[config.mk]
export PLATFORM = sky130hd
export DESIGN_NAME = ps_byte_scheduler_flat
export DESIGN_NICKNAME = d
export VERILOG_FILES = /design/src/rtl/ps_byte_if.sv /design/src/rtl/ps_byte_scheduler.sv /design/src/flat_wrapper.sv
export SDC_FILE = /design/constraint.sdc
export NUM_CORES = 1
export LEC_CHECK = 0
export ABC_AREA = 1
export CORE_AREA = 2 2 47 49
export CTS_CLUSTER_SIZE = 24
export DETAILED_ROUTE_END_ITERATION = 8
export DIE_AREA = 0 0 49 51
export PLACE_DENSITY = 0.9
export SLEW_MARGIN = 20
export SYNTH_ARGS = -nofsm -noshare
export SYNTH_HDL_FRONTEND = slang
export SYNTH_SLANG_ARGS = --single-unit
[constraint.sdc]
create_clock -name clk32_f -period 2.72 [get_ports clk32_f]
set_input_delay 0.544 -clock clk32_f [delete_from_list [all_inputs] [get_ports clk32_f]]
set_output_delay 0.544 -clock clk32_f [all_outputs]
set_load 0.02 [all_outputs]
[src/rtl/ps_byte_if.sv]
// Byte-source / serializer bundle for the clk32_f parallel-to-serial lane.
// master drives request bytes, slave schedules them onto the serializer.
interface ps_byte_if #(
  parameter int NREQ   = 2,
  parameter int DATA_W = 8
);
  logic [NREQ-1:0]        req_valid;
  logic [NREQ*DATA_W-1:0] req_data;
  logic [NREQ-1:0]        req_ready;
  logic [DATA_W-1:0]      ser_data;
  logic                   ser_valid;
  logic                   ser_load;
  logic [2:0]             bit_phase;
  logic                   link_up;

  modport master (
    output req_valid, req_data,
    input  req_ready, ser_data, ser_valid,
    input  ser_load, bit_phase, link_up
  );

  modport slave (
    input  req_valid, req_data,
    output req_ready, ser_data, ser_valid,
    output ser_load, bit_phase, link_up
  );
endinterface

[src/rtl/ps_byte_scheduler.sv]
// Round-robin byte scheduler feeding one serializer at 8-cycle byte
// boundaries, with an idle-symbol INIT preamble after reset.
module ps_byte_scheduler #(
  parameter int                NREQ      = 2,
  parameter int                DATA_W    = 8,
  parameter logic [DATA_W-1:0] IDLE_SYM  = 8'hBC,
  parameter int                INIT_IDLE = 4
) (
  input logic      clk32_f,
  input logic      reset,
  ps_byte_if.slave bus
);
  localparam int LW = $clog2(NREQ);
  localparam int CW = $clog2(INIT_IDLE + 1);

  typedef enum logic {
    S_INIT,
    S_ACTIVE
  } state_t;

  state_t            state_q;
  state_t            state_d;
  logic [2:0]        phase_q;
  logic [CW-1:0]     idle_cnt_q;
  logic [LW-1:0]     last_q;
  logic [LW-1:0]     cand;
  logic [LW-1:0]     gnt_idx;
  logic              gnt_any;
  logic [NREQ-1:0]   gnt_oh;
  logic [NREQ-1:0]   ready;
  logic [DATA_W-1:0] data_q;
  logic              valid_q;
  logic              load_q;
  logic              link_up;
  logic              boundary;
  logic              init_done;
  logic [DATA_W-1:0] req_byte [NREQ];

  assign boundary  = phase_q == 3'd7;
  assign init_done = idle_cnt_q == CW'(INIT_IDLE - 1);

  for (genvar i = 0; i < NREQ; i++) begin : g_unpack
    assign req_byte[i] = bus.req_data[i*DATA_W +: DATA_W];
  end

  // Search starts one past the last winner so every source gets a turn.
  always_comb begin
    gnt_any = 1'b0;
    gnt_idx = '0;
    cand    = '0;
    for (int k = 1; k <= NREQ; k++) begin
      cand = LW'((int'(last_q) + k) % NREQ);
      if (!gnt_any && bus.req_valid[cand]) begin
        gnt_any = 1'b1;
        gnt_idx = cand;
      end
    end
    gnt_oh = '0;
    if (gnt_any) gnt_oh[gnt_idx] = 1'b1;
  end

  always_ff @(posedge clk32_f) begin
    if (reset) state_q <= S_INIT;
    else       state_q <= state_d;
  end

  always_comb begin
    state_d = state_q;
    unique case (state_q)
      S_INIT:   if (boundary && init_done) state_d = S_ACTIVE;
      S_ACTIVE: state_d = S_ACTIVE;
      default:  state_d = S_INIT;
    endcase
  end

  always_comb begin
    ready   = '0;
    link_up = 1'b0;
    unique case (state_q)
      S_INIT: ready = '0;
      S_ACTIVE: begin
        link_up = 1'b1;
        if (boundary && !reset) ready = gnt_oh;
      end
      default: ready = '0;
    endcase
  end

  always_ff @(posedge clk32_f) begin
    if (reset) begin
      phase_q    <= 3'd0;
      idle_cnt_q <= '0;
      last_q     <= LW'(NREQ - 1);
      data_q     <= IDLE_SYM;
      valid_q    <= 1'b0;
      load_q     <= 1'b0;
    end else begin
      phase_q <= phase_q + 3'd1;
      load_q  <= boundary;
      if (boundary) begin
        if (state_q == S_INIT) begin
          data_q     <= IDLE_SYM;
          valid_q    <= 1'b0;
          idle_cnt_q <= idle_cnt_q + CW'(1);
        end else if (gnt_any) begin
          data_q  <= req_byte[gnt_idx];
          valid_q <= 1'b1;
          last_q  <= gnt_idx;
        end else begin
          data_q  <= IDLE_SYM;
          valid_q <= 1'b0;
        end
      end
    end
  end

  assign bus.req_ready = ready;
  assign bus.ser_data  = data_q;
  assign bus.ser_valid = valid_q;
  assign bus.ser_load  = load_q;
  assign bus.bit_phase = phase_q;
  assign bus.link_up   = link_up;
endmodule

[src/flat_wrapper.sv]
// flat-port wrapper written by rule: the top's interface ports become plain ports
module ps_byte_scheduler_flat 
#(
  parameter int                NREQ      = 2,
  parameter int                DATA_W    = 8,
  parameter logic [DATA_W-1:0] IDLE_SYM  = 8'hBC,
  parameter int                INIT_IDLE = 4
)
  (clk32_f, reset, bus_req_valid, bus_req_data, bus_req_ready, bus_ser_data, bus_ser_valid, bus_ser_load, bus_bit_phase, bus_link_up);
  ps_byte_if #(.NREQ(NREQ), .DATA_W(DATA_W)) bus_i ();
  input logic clk32_f;
  input logic reset;
  input wire logic [$bits(bus_i.req_valid)-1:0] bus_req_valid;
  input wire logic [$bits(bus_i.req_data)-1:0] bus_req_data;
  output wire logic [$bits(bus_i.req_ready)-1:0] bus_req_ready;
  output wire logic [$bits(bus_i.ser_data)-1:0] bus_ser_data;
  output wire logic [$bits(bus_i.ser_valid)-1:0] bus_ser_valid;
  output wire logic [$bits(bus_i.ser_load)-1:0] bus_ser_load;
  output wire logic [$bits(bus_i.bit_phase)-1:0] bus_bit_phase;
  output wire logic [$bits(bus_i.link_up)-1:0] bus_link_up;
  assign bus_i.req_valid = bus_req_valid;
  assign bus_i.req_data = bus_req_data;
  assign bus_req_ready = bus_i.req_ready;
  assign bus_ser_data = bus_i.ser_data;
  assign bus_ser_valid = bus_i.ser_valid;
  assign bus_ser_load = bus_i.ser_load;
  assign bus_bit_phase = bus_i.bit_phase;
  assign bus_link_up = bus_i.link_up;
  ps_byte_scheduler #(.NREQ(NREQ), .DATA_W(DATA_W), .IDLE_SYM(IDLE_SYM), .INIT_IDLE(INIT_IDLE)) u_core (.clk32_f(clk32_f), .reset(reset), .bus(bus_i));
endmodule
==> summary.md, run 1 <==
| Metric | Value |
|---|---|
| Worst-path fanout max | `2` |
| Placed Instance Area | `1250 um2` |
| Crit path capture | `bus_req_ready[0]` |
| CTS Root Cell | `clkbuf_4` |
| Input/output buffers | `35` |
| Routability cong. | `0.717` |
| Die span in x | `just under 50 um` |
| CP startpoint | `bus_req_valid[0]` |
| Cell Chain, Critical Path | `clkdlybuf4s50_1, nand2_2, nand2_1, inv_1, nor3_2, clkdlybuf4s50_1` |
| Hold Vio Cnt, Final | `0` |
| Worst skew pair latency | `290 ps` |
| Reg-to-reg slack, setup | `1210 ps` |
| Reg clk slew, reported paths | `around 90 ps` |
| Worst Path Buf+Inv | `3` |
| Final Skew | `3.75 ps` |
| Post-CTS Hold Buffers | `0` |
| Post-route cell area | `1280 um2` |
| Max frequency | `382 MHz` |
| Iteration-0 DRC Markers | `7` |
| Initial antenna violation count | `0` |
| Layout area overhead | `53.3%` |
| CTS sink cnt | `18` |
| CP startpoint kind | `input pin` |
| Nets@finish | `178` |
| CTS tree | `done` |
| Max Transition Viols Final | `0` |
| Distinct cells, synth | `20` |
| WL/cell | `between 10 and 15 um` |
| CP peak stage delay | `640 ps` |
| Global-route wire length before repair | `3.60 mm` |
| Synth Register Bits | `18` |
| Worst path slowest cell | `clkdlybuf4s50_1` |
| Post-cts resize count | `0` |
| CP Depth | `6` |
| Crit share post-route | `0.962` |
| Total Wirelength | `between 2 and 2.5 mm` |
| Maxcap violations | `0` |
| Antenna cells | `0` |
| Share of cells above drive strength 1 | `0.151` |
| Worst path required time | `between 2000 and 2500 ps` |
| Peak supply drop | `351 uV` |
| Critical path capture point type | `output port` |
| Vias | `851` |
| Die span in y | `about 51 um` |
| Gr usage total | `0.189` |
| Mapped Area | `833 um2` |
| Full die area | `2500 um2` |
| Status | `finished clean` |
| Core area | `2060 um2` |
| FF-to-FF Start | `u_core.bus.bit_phase[0]` |
| Avg Vias per Cell | `4.73` |
| Syn avg cell area | `7.58 um2` |
| Initial core utilization | `0.404` |
| Critical path class | `input pin to output port` |
| Pwr Density | `367 nW/um2` |
| Total overflow reported by the global router | `0` |
| FILL cells | `185` |
| Row cnt | `17` |
| Crit Reg-Reg Endpoint | `u_core.idle_cnt_q[0]` |
| Largest net degree at the start of global routing | `11` |
| DRT Pass-1 Iters | `5` |
| HPWL after DPL | `roughly 1.6 mm` |
| Worst-Margin Slew | `290 ps` |
| P_leak | `0.590 nW` |
| CP top delay family | `buffers and inverters` |
| I/O pin count | `36` |
| Reg2Reg Depth | `8` |
| Top-area cell type share of the netlist area | `0.432` |
| Postcts setup bufs | `0` |
| Vias in the first global route | `846` |
| Seq/Total Area, Yosys | `0.432` |
| Unrepaired setup endpoints after global routing | `no` |
| Gate Count Post-Synth | `110` |
| Setup TNS | `0 ps` |
| TritonCTS Buffers | `3` |
| Post-route ant nets | `0` |
| Worst hold path type | `flip-flop to flip-flop` |
| Synth Net Count | `approximately 130` |
| Maximum buffer depth of the clock tree | `2` |
| Slew HR | `0.807` |
| # DRC | `0` |
| # setup viols final | `0` |
| Final min period | `2620 ps` |
| Most frequent CP cell | `clkdlybuf4s50_1` |
| Synth top area cells | `dfxtp_1, nand2_1, nand3_1, ha_1, inv_1` |
| Crit path DAT | `between 2000 and 2500 ps` |
| Area leader, netlist | `dfxtp_1` |
| Synth warn | `0` |
| H-tree depth | `1` |
metrics by stage:
| stage | power (mW) | utilization | hold slack (ps) | instances | setup slack [ps] |
|---|---|---|---|---|---|
| finish | 0.468 | 0.619 | 447 | 180 | 102 |
| global route | 0.489 | 0.619 | 470 | 180 | 30.5 |
| CTS | 0.474 | 0.619 | 456 | 180 | 84.3 |
| detailed placement | 0.349 | 0.608 | 432 | 177 | 104 |
| global placement | 0.347 | 0.608 | 412 | 177 | 134 |
| floorplan | 0.304 | - | 448 | 110 | 627 |
cell type report:
type | instances | area [um2] | area share
multi-input combinational | 75 | 408 | 0.319
timing repair buffer | 41 | 395 | 0.309
sequential | 18 | 360 | 0.282
inverter | 15 | 56.3 | 0.0441
tap | 28 | 35.0 | 0.0274
clock buffer | 3 | 22.5 | 0.0176
power by group:
group          switching, mW  internal [mW]
Sequential           0.00252          0.267
Clock                 0.0736         0.0515
Combinational         0.0317         0.0416
Total                  0.108          0.361
how the worst min path moves through the flow:
stage | start | endpoint | cells past startpoint
finish | u_core.bus.bit_phase[0] | u_core.bus.bit_phase[0] | 1
global route | u_core.bus.bit_phase[0] | u_core.bus.bit_phase[0] | 1
CTS | u_core.bus.bit_phase[0] | u_core.bus.bit_phase[0] | 1
detailed placement | u_core.bus.bit_phase[0] | u_core.bus.bit_phase[0] | 1
global placement | u_core.bus.bit_phase[0] | u_core.bus.bit_phase[0] | 1
floorplan | u_core.last_q | u_core.last_q | 2
worst register-to-register path: cells and delay by family (launching register included):
family                   cells  cell delay [ps]
XOR/XNOR                     1              170
buffers and inverters        3              360
AND/OR/NAND/NOR              2              100
adder cells (fa/ha/maj)      2              440
flip-flops                   1              340
layer usage:
layer,routed length (um),global-route usage,vias up,part of all wire
met3,109,0.0468,4,0.052
li1,-,-,433,-
met4,36,0.0857,0,0.017
met1,897,0.199,390,0.43
met2,1050,0.354,24,0.50
met5,0,0,-,0
synth_stat cells (all sizes together):
| master | count |
|---|---|
| xor2 | 1 |
| clkbuf | 1 |
| nand2 | 28 |
| clkinv | 1 |
| ha | 4 |
| or2 | 5 |
| nor3 | 1 |
| a21oi | 6 |
| dfxtp | 18 |
| inv | 14 |
| nand3 | 17 |
| buf | 1 |
| o21ai | 2 |
| nor2 | 11 |
cells in the final DEF (no fill, tap or decap), types with 2 or more instances in the layout:
cell type / n
nor2_1: 8
nand2_1: 26
a21oi_1: 6
inv_2: 3
clkbuf_4: 3
inv_1: 11
dfxtp_1: 18
buf_4: 6
ha_1: 4
o21ai_0: 2
nand3_1: 17
or2_2: 5
clkdlybuf4s50_1: 35
sequential cells by signal (all words and copies together), names as in the netlist:
register and flops:
u_core.last_q 1, u_core.state_q 1, u_core.bus.bit_phase 3, u_core.bus.ser_data 8
u_core.idle_cnt_q 3, u_core.bus.ser_valid 1, u_core.bus.ser_load 1
kinds of logic after synthesis:
| group | count (synthesis) | synth area share |
|---|---|---|
| xor+xnor | 1 | 0.0105 |
| flops | 18 | 0.432 |
| buf+inv | 17 | 0.0781 |
| simple gates | 62 | 0.371 |
| compound gates | 8 | 0.0480 |
| fa+ha+maj | 4 | 0.0601 |
Note: power is estimated with default switching activity, not from simulation.
==> run 2, diff against run 1 <==
CORE_AREA = 2 2 49 51   (was 2 2 47 49)
DIE_AREA = 0 0 51 53   (was 0 0 49 51)
PLACE_DENSITY = 0.84   (was 0.9)
clock period = 2.74 ns   (was 2.72 ns; I/O delays follow)
==> run 2 against run 1 <==
Against the previous run:
- sequential power is essentially flat
- non-clock buffer count is the same
- power shrank 0.56%
- clock skew is essentially flat
- register-to-register slack gained 50 ps
- sequential cell count is the same
- final cell count is the same
- clock power is essentially flat
- first-iteration DRC count grew 100%
- final area is the same
- critical path type unchanged
- largest cell class unchanged
==> summary.md, run 2 (same netlist as run 1, synthesis figures left out) <==
| Metric | Value |
|---|---|
| Status | `finished clean` |
| Total power | `0.466 mW (-0.56%)` |
| Final min period | `2610 ps` |
| # DRC | `0 (unchanged)` |
| Hold Vio Cnt, Final | `0 (unchanged)` |
| Post-placement cell count | `177 (unchanged)` |
| I/O pin count | `36 (unchanged)` |
| Core area | `2150 um2 (+4.1%)` |
| CTS sink cnt | `18 (unchanged)` |
| Routability cong. | `0.764 (+6.6%)` |
| CTS Root Cell | `clkbuf_4` |
| Layout area overhead | `53.3% (unchanged)` |
| Post-layout utilization of the core | `0.595 (-0.0245)` |
| Slew HR | `0.840 (+0.0330)` |
| WHS Endpoint | `u_core.bus.bit_phase[0]` |
| Worst-path fanout max | `6 (+4)` |
| Vias in the first global route | `795 (-6.0%)` |
| Antenna cells | `0 (unchanged)` |
| Largest register FFs | `8 (unchanged)` |
| Most frequent cells in the layout | `clkdlybuf4s50_1, nand2_1, dfxtp_1` |
| Avg Vias per Cell | `4.64 (-1.8%)` |
| Total Wirelength | `2.10 mm (unchanged)` |
| Worst path required time | `2190 ps (about the same)` |
| Row cnt | `17 (unchanged)` |
| Post-cts resize count | `0 (unchanged)` |
| Total overflow reported by the global router | `0 (unchanged)` |
| Post-route ant nets | `0 (unchanged)` |
| Global-route wire length before repair | `3.51 mm (-2.7%)` |
| Initial antenna violation count | `0 (unchanged)` |
| HPWL after DPL | `1.69 mm (+4.8%)` |
| Share of cells above drive strength 1 | `0.151 (unchanged)` |
| FF-to-FF Start | `u_core.bus.bit_phase[0]` |
| CP startpoint kind | `input pin` |
| Vias | `836 (-1.8%)` |
| Reg2Reg Depth | `6 (-2)` |
| Maximum buffer depth of the clock tree | `2 (unchanged)` |
| Full die area | `2700 um2 (+8.2%)` |
| Max Transition Viols Final | `0 (unchanged)` |
| Peak supply drop | `336 uV (-4.2%)` |
| Post-CTS Hold Buffers | `0 (unchanged)` |
| Min-delay src | `u_core.bus.bit_phase[0]` |
| TritonCTS Buffers | `3 (unchanged)` |
| Initial core utilization | `0.388 (-0.0160)` |
| Postcts setup bufs | `0 (unchanged)` |
| Final Skew | `3.59 ps (-0.156 ps)` |
| Post-route insts no fill | `180 (unchanged)` |
| Die span in y | `53 um (+3.9%)` |
| Worst skew pair latency | `280 ps (about the same)` |
| Worst-Margin Slew | `239 ps (-50.6 ps)` |
| Crit path DAT | `2060 ps (about the same)` |
| Unrepaired setup endpoints after global routing | `no` |
| Largest net degree at the start of global routing | `11 (unchanged)` |
| H-tree depth | `1 (unchanged)` |
| Input/output buffers | `35 (unchanged)` |
| Reg clk slew, reported paths | `90 ps (about the same)` |
| Iteration-0 DRC Markers | `14 (+7)` |
| CTS tree | `done` |
| Commonest non-fill, non-tap cell in the layout | `clkdlybuf4s50_1` |
| # setup viols final | `0 (unchanged)` |
| P_leak | `0.590 nW (unchanged)` |
| Worst hold path type | `flip-flop to flip-flop` |
| WL/cell | `11.6 um (unchanged)` |
| Critical path class | `input pin to output port` |
| Crit Reg-Reg Endpoint | `u_core.bus.ser_data[3]` |
| Critical path capture point type | `output port` |
| Nets@finish | `178 (unchanged)` |
| Setup TNS | `0 ps (unchanged)` |
| Maxcap violations | `0 (unchanged)` |
| Gr usage total | `0.175 (-0.0137)` |
| Hold depth | `1 (unchanged)` |
| Max frequency | `383 MHz` |
| Die span in x | `51 um (+4.1%)` |
| Crit share post-route | `0.953` |
| Pwr Density | `365 nW/um2 (-0.56%)` |
| Reg-to-reg slack, setup | `1260 ps (+50 ps)` |
| DRT Pass-1 Iters | `4 (-1)` |
==> run 2: cell counts in the layout (fill, tap and decap cells not counted) <==
Identical to the previous run, type by type.
==> run 2: cell type report <==
cell class,count,area [um2]
fillers,188,871
multi-input cells,75,408
flip-flops and latches,18,360
well taps,28,35.0
repair buffers,41,395
clock buffers,3,22.5
inverters,15,56.3
==> run 2: critical path, stage by stage <==
cell and delay (ps):
clkdlybuf4s50_1 520, nor2_2 90, nor2_8 120, nand2_1 90, nor2_1 90, clkdlybuf4s50_1 600
==> run 2: through the flow <==
| stage | hold WS, ps | setup slack (ps) | area, um2 |
|---|---|---|---|
| after floorplan | 448 | 643 | 833 |
| after global placement | 414 | 173 | 1250 |
| after detailed placement | 428 | 134 | 1250 |
| after CTS | 451 | 127 | 1280 |
| after global routing | 479 | 3.85 | 1280 |
| final | 447 | 128 | 1280 |
==> run 2: per-layer routing <==
layer  share of wire  global-route usage  vias up
met4           0.017              0.0811        0
met1            0.45               0.217      363
li1                -                   -      431
met2            0.46               0.290       38
met5               0                   0        -
met3           0.074              0.0367        4
==> run 2: worst max path at each step <==
| stage | end | start | slack [ps] | cells after the start |
|---|---|---|---|---|
| floorplan | bus_req_ready[1] | u_core.bus.bit_phase[0] | 640 | 6 |
| global placement | bus_req_ready[1] | bus_req_valid[1] | 170 | 6 |
| detailed placement | bus_req_ready[1] | bus_req_valid[1] | 130 | 6 |
| CTS | bus_req_ready[1] | bus_req_valid[1] | 130 | 6 |
| global route | bus_req_ready[0] | u_core.bus.bit_phase[0] | 4 | 7 |
| finish | bus_req_ready[1] | bus_req_valid[1] | 130 | 6 |
==> run 2: power breakdown <==
part	total, mW	internal [mW]	switching [mW]	leakage, nW
Clock	0.125	0.0510	0.0742	0.0138
Sequential	0.268	0.266	0.00278	0.146
Combinational	0.0721	0.0411	0.0310	0.430
Total	0.466	0.358	0.108	0.590
